===== src/rtl/pcm_iec60958_framer.sv =====
// Frames the 128fs PCM stream into IEC 60958 stereo subframes (24-bit audio, V, U, C, P)
// with a 192-frame block counter, handed downstream over a valid/ready holding register.
module pcm_iec60958_framer #(
  parameter logic [3:0] CS_FS_CODE = 4'h0,
  parameter logic [3:0] CS_WORDLEN = 4'h2,
  parameter logic       CS_COPY    = 1'b1
) (
  input  logic        clk,
  input  logic        reset_n,
  input  logic        enable,
  input  logic        pcm_fs,
  input  logic [15:0] pcm_ldata,
  input  logic [15:0] pcm_rdata,
  input  logic        pcm_mute,
  output logic        out_valid,
  input  logic        out_ready,
  output logic [27:0] out_left,
  output logic [27:0] out_right,
  output logic        out_b,
  output logic        overrun
);

  logic        fs_q;
  logic        valid_q, valid_d;
  logic [27:0] left_q, left_d;
  logic [27:0] right_q, right_d;
  logic        b_q, b_d;
  logic        ovr_q, ovr_d;
  logic [7:0]  idx_q, idx_d;
  logic        fs_rise;
  logic        slot_free;
  logic        cs_bit;

  // Layout {P, C, U, V, audio}; P makes the whole 28-bit word even parity.
  function automatic logic [27:0] build_subframe(input logic [15:0] sample,
                                                 input logic        mute,
                                                 input logic        c_bit);
    logic [26:0] body;
    body = {c_bit, 2'b00, (mute ? 24'h000000 : {sample, 8'h00})};
    return {^body, body};
  endfunction

  // Channel-status ROM: only bit 2 and the nibbles at 24..27 and 32..35 can be non-zero.
  always_comb begin
    cs_bit = 1'b0;
    if (idx_q == 8'd2) begin
      cs_bit = CS_COPY;
    end else if (idx_q[7:2] == 6'd6) begin
      cs_bit = CS_FS_CODE[idx_q[1:0]];
    end else if (idx_q[7:2] == 6'd8) begin
      cs_bit = CS_WORDLEN[idx_q[1:0]];
    end
  end

  always_comb begin
    fs_rise   = pcm_fs & ~fs_q & enable;
    slot_free = ~valid_q | out_ready;

    valid_d = valid_q & ~out_ready;
    left_d  = left_q;
    right_d = right_q;
    b_d     = b_q;
    ovr_d   = ovr_q;
    idx_d   = idx_q;

    if (fs_rise && slot_free) begin
      valid_d = 1'b1;
      left_d  = build_subframe(pcm_ldata, pcm_mute, cs_bit);
      right_d = build_subframe(pcm_rdata, pcm_mute, cs_bit);
      b_d     = (idx_q == 8'd0);
      idx_d   = (idx_q == 8'd191) ? 8'd0 : idx_q + 8'd1;
    end else if (fs_rise) begin
      ovr_d = 1'b1;
    end

    // Disabling restarts the block; a frame already in the holding register still drains.
    if (!enable) begin
      idx_d = 8'd0;
      ovr_d = 1'b0;
    end
  end

  always_ff @(posedge clk) begin
    if (!reset_n) begin
      fs_q    <= 1'b0;
      valid_q <= 1'b0;
      left_q  <= 28'h0;
      right_q <= 28'h0;
      b_q     <= 1'b0;
      ovr_q   <= 1'b0;
      idx_q   <= 8'd0;
    end else begin
      fs_q    <= pcm_fs;
      valid_q <= valid_d;
      left_q  <= left_d;
      right_q <= right_d;
      b_q     <= b_d;
      ovr_q   <= ovr_d;
      idx_q   <= idx_d;
    end
  end

  assign out_valid = valid_q;
  assign out_left  = left_q;
  assign out_right = right_q;
  assign out_b     = b_q;
  assign overrun   = ovr_q;

endmodule


===== config.mk =====
export PLATFORM = sky130hd
export DESIGN_NAME = pcm_iec60958_framer
export DESIGN_NICKNAME = d
export VERILOG_FILES = /design/src/rtl/pcm_iec60958_framer.sv
export SDC_FILE = /design/constraint.sdc
export NUM_CORES = 1
export LEC_CHECK = 0
export CAP_MARGIN = 0
export CORE_UTILIZATION = 63
export DETAILED_ROUTE_END_ITERATION = 10
export DONT_BUFFER_PORTS = 1
export PLACE_DENSITY_LB_ADDON = 0.05
export SLEW_MARGIN = 20
export SYNTH_ARGS = -nofsm -noshare
export SYNTH_HDL_FRONTEND = slang
export SYNTH_SLANG_ARGS = --single-unit

===== constraint.sdc =====
create_clock -name clk -period 2.6 [get_ports clk]
set_clock_uncertainty 0.05 [all_clocks]
set_input_delay 0.26 -clock clk [delete_from_list [all_inputs] [get_ports clk]]
set_output_delay 0.26 -clock clk [all_outputs]
set_load 0.02 [all_outputs]

* Yosys cells after proc, flatten, opt, wreduce, memory -nomap -nowiden *
Cells that the tools add are included.

storage, ports and cells
  word-level logic and storage cells = 38
  input bits = 38
  output and inout bits = 59
  bits in registers = 64

operators by class
  bitwise logic cells = 8
  add/subtract/negate cells = 1
  reduce and logical (&&, ||, !) cells = 6
  order comparisons = 1
  eq/ne operators = 4
  multiplexer cells = 11

operator list
  kind                                                                          number
  27-bit XOR reduction                                                          2
  24-bit 2-to-1 mux                                                             2
  8-bit by 1-bit adder with 8-bit output, second input constant                 1
  8-bit by 2-bit equality test with 1-bit output, second input constant         1
  8-bit equality test, second input constant                                    1
  8-bit logical NOT                                                             1
  8-bit 2-to-1 mux                                                              1
  6-bit by 3-bit equality test with 1-bit output, second input constant         1
  6-bit by 4-bit equality test with 1-bit output, second input constant         1
  1-bit 2-to-1 mux                                                              6
  1-bit binary-select mux with 2-bit select                                     2
  1-bit inverter                                                                4
  2-bit AND reduction                                                           2
  1-bit AND                                                                     3
  2-bit by 3-bit less-than comparator with 1-bit output, second input constant  1
  1-bit logical AND                                                             1
  1-bit bitwise OR                                                              1

* Logic depth before layout (Yosys ltp) *
  word-level depth = 6
  depth in mapped cells = 7
  gate-level depth less buffers = 7

* Worst setup path before layout *
OpenSTA, ideal clock, no wires.

  path kind = flip-flop to flip-flop
  start point = reg idx_q[7]
  end point = reg left_q[27] (netlist: out_left[27])
  path slack = 726 ps
  data required time = 2455 ps
  clock period less this slack = 1874 ps
  setup time = 95 ps
  arrival time = 1729 ps
  cell stages (with the launch flop) = 6
  buffers on the path = 0
  cells stage by stage = dfxtp_1 or4_4 nor3_4 nor3_1 or3b_1 o311ai_1

between the ends
  cells in the longest elaborated chain, start to end = 5
  elaborated cells on any way between the ends = 7
  those cells by class = eq/ne: 3; mux: 3; reduce/logical: 1

RTL lines
  what                                            RTL line  source
  start: declaration                              29        logic [7:0] idx_q, idx_d;
  start signal: assignment                        99        idx_q <= idx_d;
  6-bit by 4-bit equality test with 1-bit output  50        end else if (idx_q[7:2] == 6'd8) begin
  1-bit 2-to-1 mux                                50
  1-bit 2-to-1 mux                                48        end else if (idx_q[7:2] == 6'd6) begin
  1-bit 2-to-1 mux *                              46        if (idx_q == 8'd2) begin
  27-bit XOR reduction *                          40        return {^body, body};
  end signal: assignment                          95        left_q <= left_d;
  end: declaration                                25        logic [27:0] left_q, left_d;

Mark *: on every way between the ends. The rest lies on a longest branch, timed or not.
A chain may end at the register's enable or synchronous reset.

* Final worst setup path *
  start point = reg idx_q[2]
  end point = reg left_q[27] (netlist: out_left[27])

Same word-level chain as after synthesis.

==> impl_metrics.json <==
{
  "hold_class": "in -> reg",
  "first_pass_iters": 4,
  "critPathLaunchType": "register",
  "synth_area_mm2": 0.00247,
  "synthFlopType": "dfxtp_1",
  "rsz0062_at_grt": "false",
  "finalSetupViolations": 0,
  "cts_resized": 0,
  "power_leakage_nw": 0.841,
  "syn_inst": 277,
  "clock-root-buffer": "clkbuf_8",
  "grt.total_usage": 0.239,
  "preCtsSetupSlack_ps": 581,
  "grt_pass1_vias": 1675,
  "drive_gt1_frac": 0.0519,
  "syn_to_final_growth_pct": 0.859,
  "placed_area_mm2": 0.00241,
  "wl_met3_um": 453,
  "drcViolationCount": 0,
  "cts_hold_buf": 0,
  "clkLatencyLatePin_ps": 300,
  "final_nets": 311,
  "clk_path_buf_depth": 2,
  "top_layer": "met4",
  "crit_arrival_ps": 2180,
  "fmax_ghz": 0.495,
  "period_share": 0.777,
  "rows": 22,
  "maxSlewViolCount": 0,
  "start_util": 0.666,
  "clock-sinks": 47,
  "grt_max_degree": 42,
  "max_cap_viol_count": 0,
  "postRouteAntennaNets": 0,
  "gp_congestion": 0.828,
  "power.density_mw_per_mm2": 558,
  "io_buffers": 0,
  "vias": 1761,
  "cp.required_ps": 2760,
  "htree_levels": 2,
  "overflow": 0,
  "cts_tree": "yes",
  "vdd_drop_max_uv": 463,
  "design.core.area_mm2": 0.00372,
  "ys_async_sr_fraction": 0,
  "hold_violations": 0,
  "wl_met1_mm": 2.12,
  "worstSetupPathType": "reg -> reg",
  "drt_first_iter_violations": 84,
  "cts.clk_slew.worst_paths_ps": 80,
  "synth.distinct_cells": 34,
  "drt-total-wl_mm": 4.84,
  "synth-seq-cells": 47,
  "die_h_um": 64.7,
  "die_area_mm2": 0.00418,
  "nFillCells": 335,
  "dp_hpwl_mm": 3.36,
  "dieWidth_um": 64.7,
  "wl_per_cell_um": 15.2,
  "fin_setup_tns_ps": 0,
  "status": "finished clean",
  "grt_antenna_before_repair": 0,
  "wl_met2_mm": 2.19,
  "fin_crit_ps": 2020,
  "worstPathMaxFanout": 5,
  "io_pins": 97,
  "final_cell_area_mm2": 0.00250,
  "end_kind": "register",
  "avgViaCountPerCell": 5.54,
  "diodes": 0,
  "synth.avg_cell_area_um2": 8.93,
  "synth-edff-count": 0,
  "fin_ws_ps": 579,
  "synth_warnings": 0,
  "tightest_slew_ps": 764,
  "post-cts-setup-buffers": 0,
  "ys_seq_area_frac": 0.380,
  "cts_buffers": 5,
  "maxSlewHeadroom": 0.482,
  "grt_pass1_wl_mm": 7.69
}
[sequential cells by signal, summed over array words and instances (netlist names)]
name / count
out_right: 18
out_left: 17
fs_q: 1
out_b: 1
overrun: 1
idx_q: 8
out_valid: 1
[worst max-delay path: stages, from the launching register on]
cell	delay [ps]
dfxtp_1	360
or4_4	550
nor3_4	280
nor3_1	100
or3b_1	380
o311ai_1	220
[report_power, final]
group	internal (mW)	switching (mW)	leakage [nW]
registers	0.739	0.0353	0.381
clock network	0.184	0.238	0.0477
logic	0.0963	0.101	0.413
[final cells by class]
class	count	area, um^2	area share
well taps	48	60.1	0.0241
inverters	4	15.0	0.00602
clock inverters	3	15.0	0.00602
repair buffers	3	22.5	0.00902
clock buffers	5	68.8	0.0276
flip-flops and latches	47	941	0.377
multi-input cells	208	1370	0.550
[layer usage]
metal / track usage / vias up
li1: - / 871
met1: 0.296 / 814
met2: 0.378 / 67
met3: 0.0933 / 9
met4: 0.0833 / 0
met5: 0 / -
[synth_stat cells (2+ instances only)]
| library cell | n | area share |
|---|---|---|
| a21oi_1 | 3 | 0.0061 |
| buf_1 | 3 | 0.0045 |
| nor2b_1 | 2 | 0.0051 |
| nand3b_1 | 33 | 0.10 |
| xor2_1 | 5 | 0.018 |
| o21a_1 | 2 | 0.0061 |
| nand4_1 | 3 | 0.0076 |
| ha_1 | 4 | 0.020 |
| nand3_1 | 2 | 0.0040 |
| buf_4 | 21 | 0.064 |
| a21boi_0 | 33 | 0.10 |
| dfxtp_1 | 47 | 0.38 |
| and3_1 | 2 | 0.0051 |
| nand2_1 | 42 | 0.064 |
| clkbuf_1 | 12 | 0.018 |
| or3b_1 | 2 | 0.0071 |
| o311ai_1 | 3 | 0.011 |
| and2_1 | 2 | 0.0051 |
| nor2_1 | 10 | 0.015 |
| inv_1 | 4 | 0.0061 |
| nor3_1 | 3 | 0.0061 |
| xnor3_1 | 2 | 0.018 |
| xnor2_1 | 25 | 0.088 |
| o221ai_1 | 2 | 0.0071 |
[cell usage in the layout (no fill, tap or decap), drive strengths merged]
cell type,instances
nand4,3
xnor2,25
or4,1
o221ai,2
nand2b,1
nand3b,33
o311ai,3
nor2b,2
inv,4
nor3,4
and3b,1
nand2,42
and2,2
nand3,2
mux2i,1
or3,1
a21oi,3
buf,3
clkinv,3
or3b,2
ha,4
conb,20
nor2,10
o21a,2
and3,2
a21boi,34
clkbuf,5
xor2,5
xnor3,2
dfxtp,47
a32oi,1
[kinds of logic (layout without fill, tap and decap cells)]
group,after synthesis,count (layout),share of synthesized area
AOI/OAI and AO/OA,45,45,0.137
xor gates and xnor gates,32,32,0.124
muxes,1,1,0.00404
other,1,20,0.00152
adders and majority gates,4,4,0.0202
buffers and inverters,41,15,0.0945
and+or+nand+nor,106,106,0.239
DFF,47,47,0.380
[per-stage QoR]
| step | cells | hold WS [ps] | util | power, mW |
|---|---|---|---|---|
| final | 318 | 28.0 | 0.672 | 1.39 |
| after global routing | 318 | 28.2 | 0.672 | 1.46 |
| after CTS | 318 | 25.8 | 0.672 | 1.41 |
| after detailed placement | 310 | 337 | 0.649 | 0.987 |
| after global placement | 310 | 336 | 0.649 | 0.986 |
| after floorplan | 296 | 332 | - | 0.992 |
[final timing paths]
| kind | endpoint | slack [ps] | cells after the start | startpoint |
|---|---|---|---|---|
| setup / recovery | out_left[27] | 580 | 5 | idx_q[2] |
| hold / removal | fs_q | 30 | 1 | pcm_fs |
| setup reg to reg | out_left[27] | 580 | 5 | idx_q[2] |
| hold reg to reg | idx_q[6] | 460 | 2 | idx_q[6] |
Note: power is estimated with default switching activity, not from simulation.
